$ cat config.mk
export PLATFORM = sky130hd
export DESIGN_NAME = fb_arbiter_flat
export DESIGN_NICKNAME = d
export VERILOG_FILES = /design/src/rtl/fb_pkg.sv /design/src/rtl/fb_if.sv /design/src/rtl/fb_wr_fifo.sv /design/src/rtl/fb_arbiter.sv /design/src/flat_wrapper.sv
export SDC_FILE = /design/constraint.sdc
export NUM_CORES = 1
export LEC_CHECK = 0
export CORE_ASPECT_RATIO = 1.4
export CORE_MARGIN = 5
export CORE_UTILIZATION = 35
export CTS_BUF_LIST = sky130_fd_sc_hd__clkbuf_4 sky130_fd_sc_hd__clkbuf_8 sky130_fd_sc_hd__clkbuf_16
export DETAILED_ROUTE_END_ITERATION = 6
export GPL_ROUTABILITY_DRIVEN = 0
export PLACE_DENSITY = 0.6
export SYNTH_ARGS = -nofsm -noshare
export SYNTH_HDL_FRONTEND = slang
export SYNTH_SLANG_ARGS = --single-unit
$ cat constraint.sdc
create_clock -name clk -period 4.7 [get_ports clk]
set_input_delay 0.47 -clock clk [delete_from_list [all_inputs] [get_ports clk]]
set_output_delay 0.47 -clock clk [all_outputs]
set_load 0.03 [all_outputs]
$ cat src/rtl/fb_pkg.sv
// Frame-buffer geometry shared by the arbiter, FIFO and writer interface.
// Also holds the helper that maps a 640x480 display coordinate onto the 320x240 buffer.
package fb_pkg;
    localparam int FB_W      = 320;
    localparam int FB_H      = 240;
    localparam int FB_DEPTH  = 76800;
    localparam int FB_ADDR_W = 17;
    localparam int FB_DATA_W = 16;

    // 2x upscale: each buffer word covers a 2x2 block of display pixels.
    function automatic logic [FB_ADDR_W-1:0] fb_rd_addr(input logic [9:0] x, input logic [9:0] y);
        logic [FB_ADDR_W-1:0] xs, ys;
        xs = FB_ADDR_W'(x >> 1);
        ys = FB_ADDR_W'(y >> 1);
        return ys * FB_ADDR_W'(FB_W) + xs;
    endfunction
endpackage

$ cat src/rtl/fb_if.sv
// Writer-side valid/ready handshake into the frame-buffer arbiter.
interface fb_if import fb_pkg::*; #(parameter int DATA_W = FB_DATA_W) ();
    logic                 wr_valid;
    logic                 wr_ready;
    logic [FB_ADDR_W-1:0] wr_addr;
    logic [DATA_W-1:0]    wr_data;

    modport master (output wr_valid, wr_addr, wr_data, input wr_ready);
    modport slave  (input wr_valid, wr_addr, wr_data, output wr_ready);
endinterface

$ cat src/rtl/fb_wr_fifo.sv
// Small synchronous FIFO for pending frame-buffer writes; head entry is visible on dout.
// Callers must not push when full or pop when empty.
module fb_wr_fifo #(
    parameter int WIDTH = 33,
    parameter int DEPTH = 4
) (
    input  logic             clk,
    input  logic             reset,
    input  logic             push,
    input  logic             pop,
    input  logic [WIDTH-1:0] din,
    output logic [WIDTH-1:0] dout,
    output logic             full,
    output logic             empty
);
    localparam int AW = $clog2(DEPTH);

    logic [WIDTH-1:0] store [DEPTH];
    logic [AW:0]      wr_ptr, rd_ptr;

    always_ff @(posedge clk) begin
        if (!reset) begin
            wr_ptr <= '0;
            rd_ptr <= '0;
        end else begin
            if (push) wr_ptr <= wr_ptr + 1'b1;
            if (pop)  rd_ptr <= rd_ptr + 1'b1;
        end
    end

    always_ff @(posedge clk) begin
        if (push) store[wr_ptr[AW-1:0]] <= din;
    end

    // Extra pointer bit distinguishes full from empty when the indices match.
    assign empty = (wr_ptr == rd_ptr);
    assign full  = (wr_ptr[AW] != rd_ptr[AW]) && (wr_ptr[AW-1:0] == rd_ptr[AW-1:0]);
    assign dout  = store[rd_ptr[AW-1:0]];
endmodule

$ cat src/rtl/fb_arbiter.sv
// Single-port frame-buffer arbiter: display reads always win, queued writes fill idle cycles.
// Read data is captured one clock after the read and presented on pix_data the clock after that.
module fb_arbiter import fb_pkg::*; #(
    parameter int DATA_W     = FB_DATA_W,
    parameter int FIFO_DEPTH = 4
) (
    input  logic                 clk,
    input  logic                 reset,
    input  logic                 pixel_tick,
    input  logic                 display_en,
    input  logic [9:0]           x_coor,
    input  logic [9:0]           y_coor,
    fb_if.slave                  wr,
    output logic                 mem_en,
    output logic                 mem_we,
    output logic [FB_ADDR_W-1:0] mem_addr,
    output logic [DATA_W-1:0]    mem_wdata,
    input  logic [DATA_W-1:0]    mem_rdata,
    output logic [DATA_W-1:0]    pix_data,
    output logic                 wr_oob
);
    localparam int ENT_W = FB_ADDR_W + DATA_W;

    logic [ENT_W-1:0]     fifo_dout;
    logic                 fifo_full, fifo_empty;
    logic                 rd_req, push, pop, head_oob;
    logic [FB_ADDR_W-1:0] head_addr, rd_addr;
    logic [DATA_W-1:0]    head_data;
    logic                 tick_q, rd_q;

    // Gating with reset keeps the RAM untouched during the reset cycle.
    assign rd_req      = reset & pixel_tick & display_en;
    assign wr.wr_ready = reset & ~fifo_full;
    assign push        = wr.wr_valid & wr.wr_ready;
    assign pop         = reset & ~rd_req & ~fifo_empty;
    assign {head_addr, head_data} = fifo_dout;
    assign head_oob    = head_addr >= FB_ADDR_W'(FB_DEPTH);
    assign rd_addr     = fb_rd_addr(x_coor, y_coor);

    fb_wr_fifo #(.WIDTH(ENT_W), .DEPTH(FIFO_DEPTH)) u_fifo (
        .clk   (clk),
        .reset (reset),
        .push  (push),
        .pop   (pop),
        .din   ({wr.wr_addr, wr.wr_data}),
        .dout  (fifo_dout),
        .full  (fifo_full),
        .empty (fifo_empty)
    );

    always_comb begin
        mem_en    = 1'b0;
        mem_we    = 1'b0;
        mem_addr  = '0;
        mem_wdata = '0;
        if (rd_req) begin
            mem_en   = 1'b1;
            mem_addr = rd_addr;
        end else if (pop && !head_oob) begin
            mem_en    = 1'b1;
            mem_we    = 1'b1;
            mem_addr  = head_addr;
            mem_wdata = head_data;
        end
    end

    // A blanked tick still advances the pipe so pix_data goes black on schedule.
    always_ff @(posedge clk) begin
        if (!reset) begin
            tick_q   <= 1'b0;
            rd_q     <= 1'b0;
            pix_data <= '0;
            wr_oob   <= 1'b0;
        end else begin
            tick_q <= pixel_tick;
            rd_q   <= rd_req;
            if (tick_q) pix_data <= rd_q ? mem_rdata : '0;
            if (pop && head_oob) wr_oob <= 1'b1;
        end
    end
endmodule

$ cat src/flat_wrapper.sv
// flat-port wrapper written by rule: the top's interface ports become plain ports
module fb_arbiter_flat import fb_pkg::*;
#(
    parameter int DATA_W     = FB_DATA_W,
    parameter int FIFO_DEPTH = 4
)
  (clk, reset, pixel_tick, display_en, x_coor, y_coor, mem_en, mem_we, mem_addr, mem_wdata, mem_rdata, pix_data, wr_oob, wr_wr_valid, wr_wr_addr, wr_wr_data, wr_wr_ready);
  fb_if #(.DATA_W(DATA_W)) wr_i ();
  input  logic clk;
  input  logic reset;
  input  logic pixel_tick;
  input  logic display_en;
  input  logic [9:0] x_coor;
  input  logic [9:0] y_coor;
  output logic mem_en;
  output logic mem_we;
  output logic [FB_ADDR_W-1:0] mem_addr;
  output logic [DATA_W-1:0] mem_wdata;
  input  logic [DATA_W-1:0] mem_rdata;
  output logic [DATA_W-1:0] pix_data;
  output logic wr_oob;
  input wire logic [$bits(wr_i.wr_valid)-1:0] wr_wr_valid;
  input wire logic [$bits(wr_i.wr_addr)-1:0] wr_wr_addr;
  input wire logic [$bits(wr_i.wr_data)-1:0] wr_wr_data;
  output wire logic [$bits(wr_i.wr_ready)-1:0] wr_wr_ready;
  assign wr_i.wr_valid = wr_wr_valid;
  assign wr_i.wr_addr = wr_wr_addr;
  assign wr_i.wr_data = wr_wr_data;
  assign wr_wr_ready = wr_i.wr_ready;
  fb_arbiter #(.DATA_W(DATA_W), .FIFO_DEPTH(FIFO_DEPTH)) u_core (.clk(clk), .reset(reset), .pixel_tick(pixel_tick), .display_en(display_en), .x_coor(x_coor), .y_coor(y_coor), .wr(wr_i), .mem_en(mem_en), .mem_we(mem_we), .mem_addr(mem_addr), .mem_wdata(mem_wdata), .mem_rdata(mem_rdata), .pix_data(pix_data), .wr_oob(wr_oob));
endmodule
# Yosys cells after proc, flatten, opt, wreduce, memory -nomap -nowiden
# Memories as Yosys holds them, arrays and structs flattened. A register that Yosys moved wholly into a read port is not among the register bits.
# Index checks and enable logic that the tools add are counted.
# Widths: inputs -> output; s select.
[totals]
reg_bits = 25
ram_bits = 132
in_bits = 74
output_inout_bits = 53
wordCells = 40
mem_count = 1
[op_classes]
add_sub_neg = 3
mul = 1
order_cmp = 1
n_eq_ne = 3
muxes = 12
bitwise_logic = 9
reduce_logical = 4
[mem_list]
columns = ["name", "words", "word_bits", "read_ports", "rd_ports_with_merged_regs", "wr", "line", "text"]
rows = [
  ["u_core.u_fifo.store", 4, 33, 1, 1, 1, "fb_wr_fifo.sv:18", "logic [WIDTH-1:0] store [DEPTH];"],
]
[ops]
columns = ["op", "n"]
rows = [
  ["$mux 16", 3],
  ["$mux 17", 2],
  ["$add 17x9->17", 1],
  ["$ge 17x17->1 const B", 1],
  ["$mul 9x3->11 const B", 1],
  ["$add 3x1->3 const B", 2],
  ["$and 1x1->1", 6],
  ["$mux 1", 5],
  ["$mux 2", 2],
  ["$eq 3x3->1", 1],
  ["$logic_and 1x1->1", 3],
  ["$not 1->1", 3],
  ["$eq 2x2->1", 1],
  ["$logic_not 1->1", 1],
  ["$ne 1x1->1", 1],
]

# Depth between registers and ports, before layout
[depth]
ltp_word = 8
mapped_depth = 9
depth_no_buf = 9

# Modules after synthesis
# From an unflattened synthesis, not the netlist that was laid out.
[hier_totals]
hier_cells = 431
area_unflattened_um2 = 6921.6
[modules_own_cells]
columns = ["mod", "n_inst", "cells_each", "area_each_um2", "seq_area_each_um2"]
rows = [
  ["fb_wr_fifo", 1, 214, 5211.2, 4124.0],
  ["fb_arbiter", 1, 217, 1710.4, 380.4],
]

# Worst setup path before layout
# Ideal clock, no wire load.
[synth_timing]
kind = "input-to-output"
startpoint = "in y_coor[2]"
endpoint = "out mem_addr[16]"
arrival_ns = 2.761
slack_ns = 1.469
stages = 9
n_path_buf = 0
cell_sequence = "ha_1 > ha_1 > fa_1 > nand3_1 > nand2_1 > o311a_1 > nor4_1 > xnor2_1 > a22o_1"
[synth_between]
elab_chain_len = 3
[synth_rtl]
columns = ["item", "line", "text"]
rows = [
  ["start: declaration", "flat_wrapper.sv:14", "input logic [9:0] y_coor;"],
  ["$mul 9x3->11", "fb_pkg.sv:15", "return ys * FB_ADDR_W'(FB_W) + xs;"],
  ["$add 17x9->17", "fb_pkg.sv:15", ""],
  ["$mux 17", "fb_arbiter.sv:56", "if (rd_req) begin"],
  ["end: declaration", "flat_wrapper.sv:17", "output logic [FB_ADDR_W-1:0] mem_addr;"],
]
# No other way between the ends.

# Worst setup path in the final report
# Ends and elaborated chain as after synthesis.

==> qor.txt <==
status: complete, no violations
commonest non-fill, non-tap cell in the layout: edfxtp_1
combinational family with the most area after synthesis: multiplexers
Starting Density: 35.7%
post-layout minimum cycle time: 4.42 ns
Die Ht: 176 microns
first-pass GRT wire length: 23,300 microns
Vias: 3,997
Pwr Density: 463 mW/mm^2
Buffers on Ports: 124
Seq/Total Area, Yosys: 65.5%
Mapped Area: 0.00688 sq mm
router iterations before antenna repair: 4
Compound-Gate Fraction of Synth Area: 6.76%
Critical-path top delay cell: clkdlybuf4s50_1
Hold-fix buffers, CTS: 0
Cells after Synth: 419
multiplexer share of the synthesized area: 11.1%
Seq cells post-synth: 159
Synth area leaders: edfxtp_1 58%, mux4_2 9.2%, dfxtp_1 7.9%, ha_1 4.0%, mux4_1 1.9%
Hold Vio Cnt, Final: 0
Pins Over Slew Limit: 0
Buf/Inv on CP: 2
1st-iter DRT viols: 139
worst-skew pair later-pin latency: 0.42 ns
crit path cell chain: clkdlybuf4s50_1 -> ha_1 -> ha_1 -> fa_1 -> xor2_1 -> o2111ai_1 -> or3_1 -> nor4_1 -> xnor2_1 -> a22o_1 -> clkdlybuf4s50_1
Worst path top cell family by delay: buffers and inverters
Area Overhead vs Synth: 29.7%
Clock Path Buffers: 2
Post-synth EDFFs: 132
Net Count, Synth: 517
Largest stage delay, worst path: 0.68 ns
Clock transition at path regs: 0.06 ns
VDD IR max: 0.264 mV
worst path required time: 4.23 ns
RSZ-0062 raised after global routing: no
Util after Layout: 46.3%
crit path launch type: input port
Core Box Area: 0.0193 sq mm
initial antenna violation count: 1
Critical Path Sink Type: output pin
DRC: 0
Synth Area in Simple Gates: 7.67%
CP Data Arrival Time: 3.95 ns
setup bufs post-CTS: 0
Avg Inst Size Synth: 16.4 sq um
drt wl/cell: 18.3 microns
worst hold path class: flip-flop to flip-flop
synth unique cells: 47
Slew HR: 36.0%
number of gates resized after cts: 0
share of layout cells above drive strength 1: 13.1%
CTS tree: done
Final #Nets: 644
CTS buffer count: 17
GRT Util Overall: 13.5%
area leader, netlist: edfxtp_1
Crit Path Class: input port to output pin
Yosys top cell area share: 57.6%
Least-Margin Pin Slew: 0.960 ns
die area: 0.0226 sq mm
Final Skew: 0.00897 ns
adder-cell share of the synthesized area: 4.58%
Post-synth ARST share: 0%
xor/xnor share of the synthesized area: 2.16%
DR vias/cell: 4.95
max-cap violations: 0
Synth Flop Type: edfxtp_1
vias in the first global route: 4,418
setup TNS: 0 ns
Num Clock Sinks: 159
Tcrit/Tclk final: 94.0%
antenna viol nets, final: 0
Leakage: 3.05 nW
die width: 129 microns
Total Wirelength: 14,800 microns
YS warnings: 0
Max Freq: 226 MHz
Top Ports: 127
pin count of the biggest net entering global routing: 35
DP HPWL: 9970 microns
Congestion Overflow GR: 0
final setup violating endpoints: 0
worst-path maximum fanout: 3
htree depth: 4
root buffer cell: clkbuf_16
most frequent cells in the layout: 132 x edfxtp_1, 124 x clkdlybuf4s50_1, 28 x mux4_2, 25 x dfxtp_1
num rows: 60
==> cell families (layout without fill, tap and decap cells) <==
logic type,count (synthesis),in the layout
adder cells (fa/ha/maj),24,24
AO/OA/AOI/OAI,65,65
buffers and inverters,29,169
flip-flops,159,159
XOR/XNOR,17,17
multiplexers,33,33
AND/OR/NAND/NOR,92,92
other,0,1
==> worst register-to-register path, delay by kind of cell, from the launching register on <==
family,cells,cell delay (ns)
flops,1,0.42
simple gates,2,0.93
compound gates,1,0.42
xor+xnor,2,0.37
==> power by group <==
| group | switching (mW) | total, mW | internal [mW] |
|---|---|---|---|
| registers | 0.0735 | 1.66 | 1.58 |
| logic | 0.575 | 1.13 | 0.559 |
| clock network | 0.551 | 1.34 | 0.787 |
| total | 1.20 | 4.13 | 2.93 |
==> flip-flops by register name, summed over array words and instances (netlist names), named ones only <==
signal and count:
u_core.tick_q 1, u_core.u_fifo.store 132, u_core.pix_data 16, u_core.u_fifo.rd_ptr 3, u_core.u_fifo.wr_ptr 3, u_core.rd_q 1, u_core.wr_oob 1
==> layer usage <==
metal | global-route usage [%] | up-vias | wire [microns] | share of wire (%)
li1 | - | 1888 | - | -
met1 | 15.1 | 1966 | 5920 | 40
met2 | 23.8 | 120 | 7540 | 51
met3 | 4.02 | 23 | 938 | 6.4
met4 | 5.78 | 0 | 359 | 2.4
met5 | 0 | - | 0 | 0
==> per-stage QoR <==
| step | cells | cell area (sq um) | hold WS, ns | total power, mW | setup WS, ns |
|---|---|---|---|---|---|
| after detailed placement | 775 | 8340 | 0.462 | 2.85 | 0.283 |
| after CTS | 807 | 8920 | 0.476 | 4.20 | 0.278 |
| after floorplan | 419 | 6880 | 0.491 | 2.47 | 1.47 |
| final | 808 | 8930 | 0.471 | 4.13 | 0.280 |
| after global placement | 775 | 8340 | 0.452 | 2.83 | 0.312 |
| after global routing | 808 | 8930 | 0.502 | 4.34 | 0.0501 |
==> cells in the mapped netlist (3+ instances only) <==
cell type  instances
mux4_2            28
buf_2              3
edfxtp_1         132
nand3_1            5
clkbuf_1           9
nand2_1            5
o21ai_0            9
and3_1             6
inv_1             11
buf_6              6
nor2b_1           19
nand2b_1           3
ha_1              22
a21oi_1           21
mux4_1             5
nor2_1            22
xor2_1             5
and2_1            20
a22o_1            13
dfxtp_1           27
xnor2_1           12
==> worst paths after layout <==
path                                 from                       to  slack [ns]  cells after the start
setup / recovery                y_coor[2]             mem_addr[16]        0.28                     11
hold / removal              u_core.wr_oob            u_core.wr_oob        0.47                      1
setup reg to reg  u_core.u_fifo.wr_ptr[0]  u_core.u_fifo.wr_ptr[2]        2.43                      5
hold reg to reg             u_core.wr_oob            u_core.wr_oob        0.47                      1
==> final cells by class <==
type | count | area, sq um
inverter | 11 | 41.3
tap | 248 | 310
timing repair buffer | 126 | 1260
antenna | 1 | 2.50
clock inverter | 15 | 160
clock buffer | 17 | 425
sequential | 159 | 4510
multi-input combinational | 231 | 2220
fill | 1652 | 10400
(Power assumes the default switching activity.)
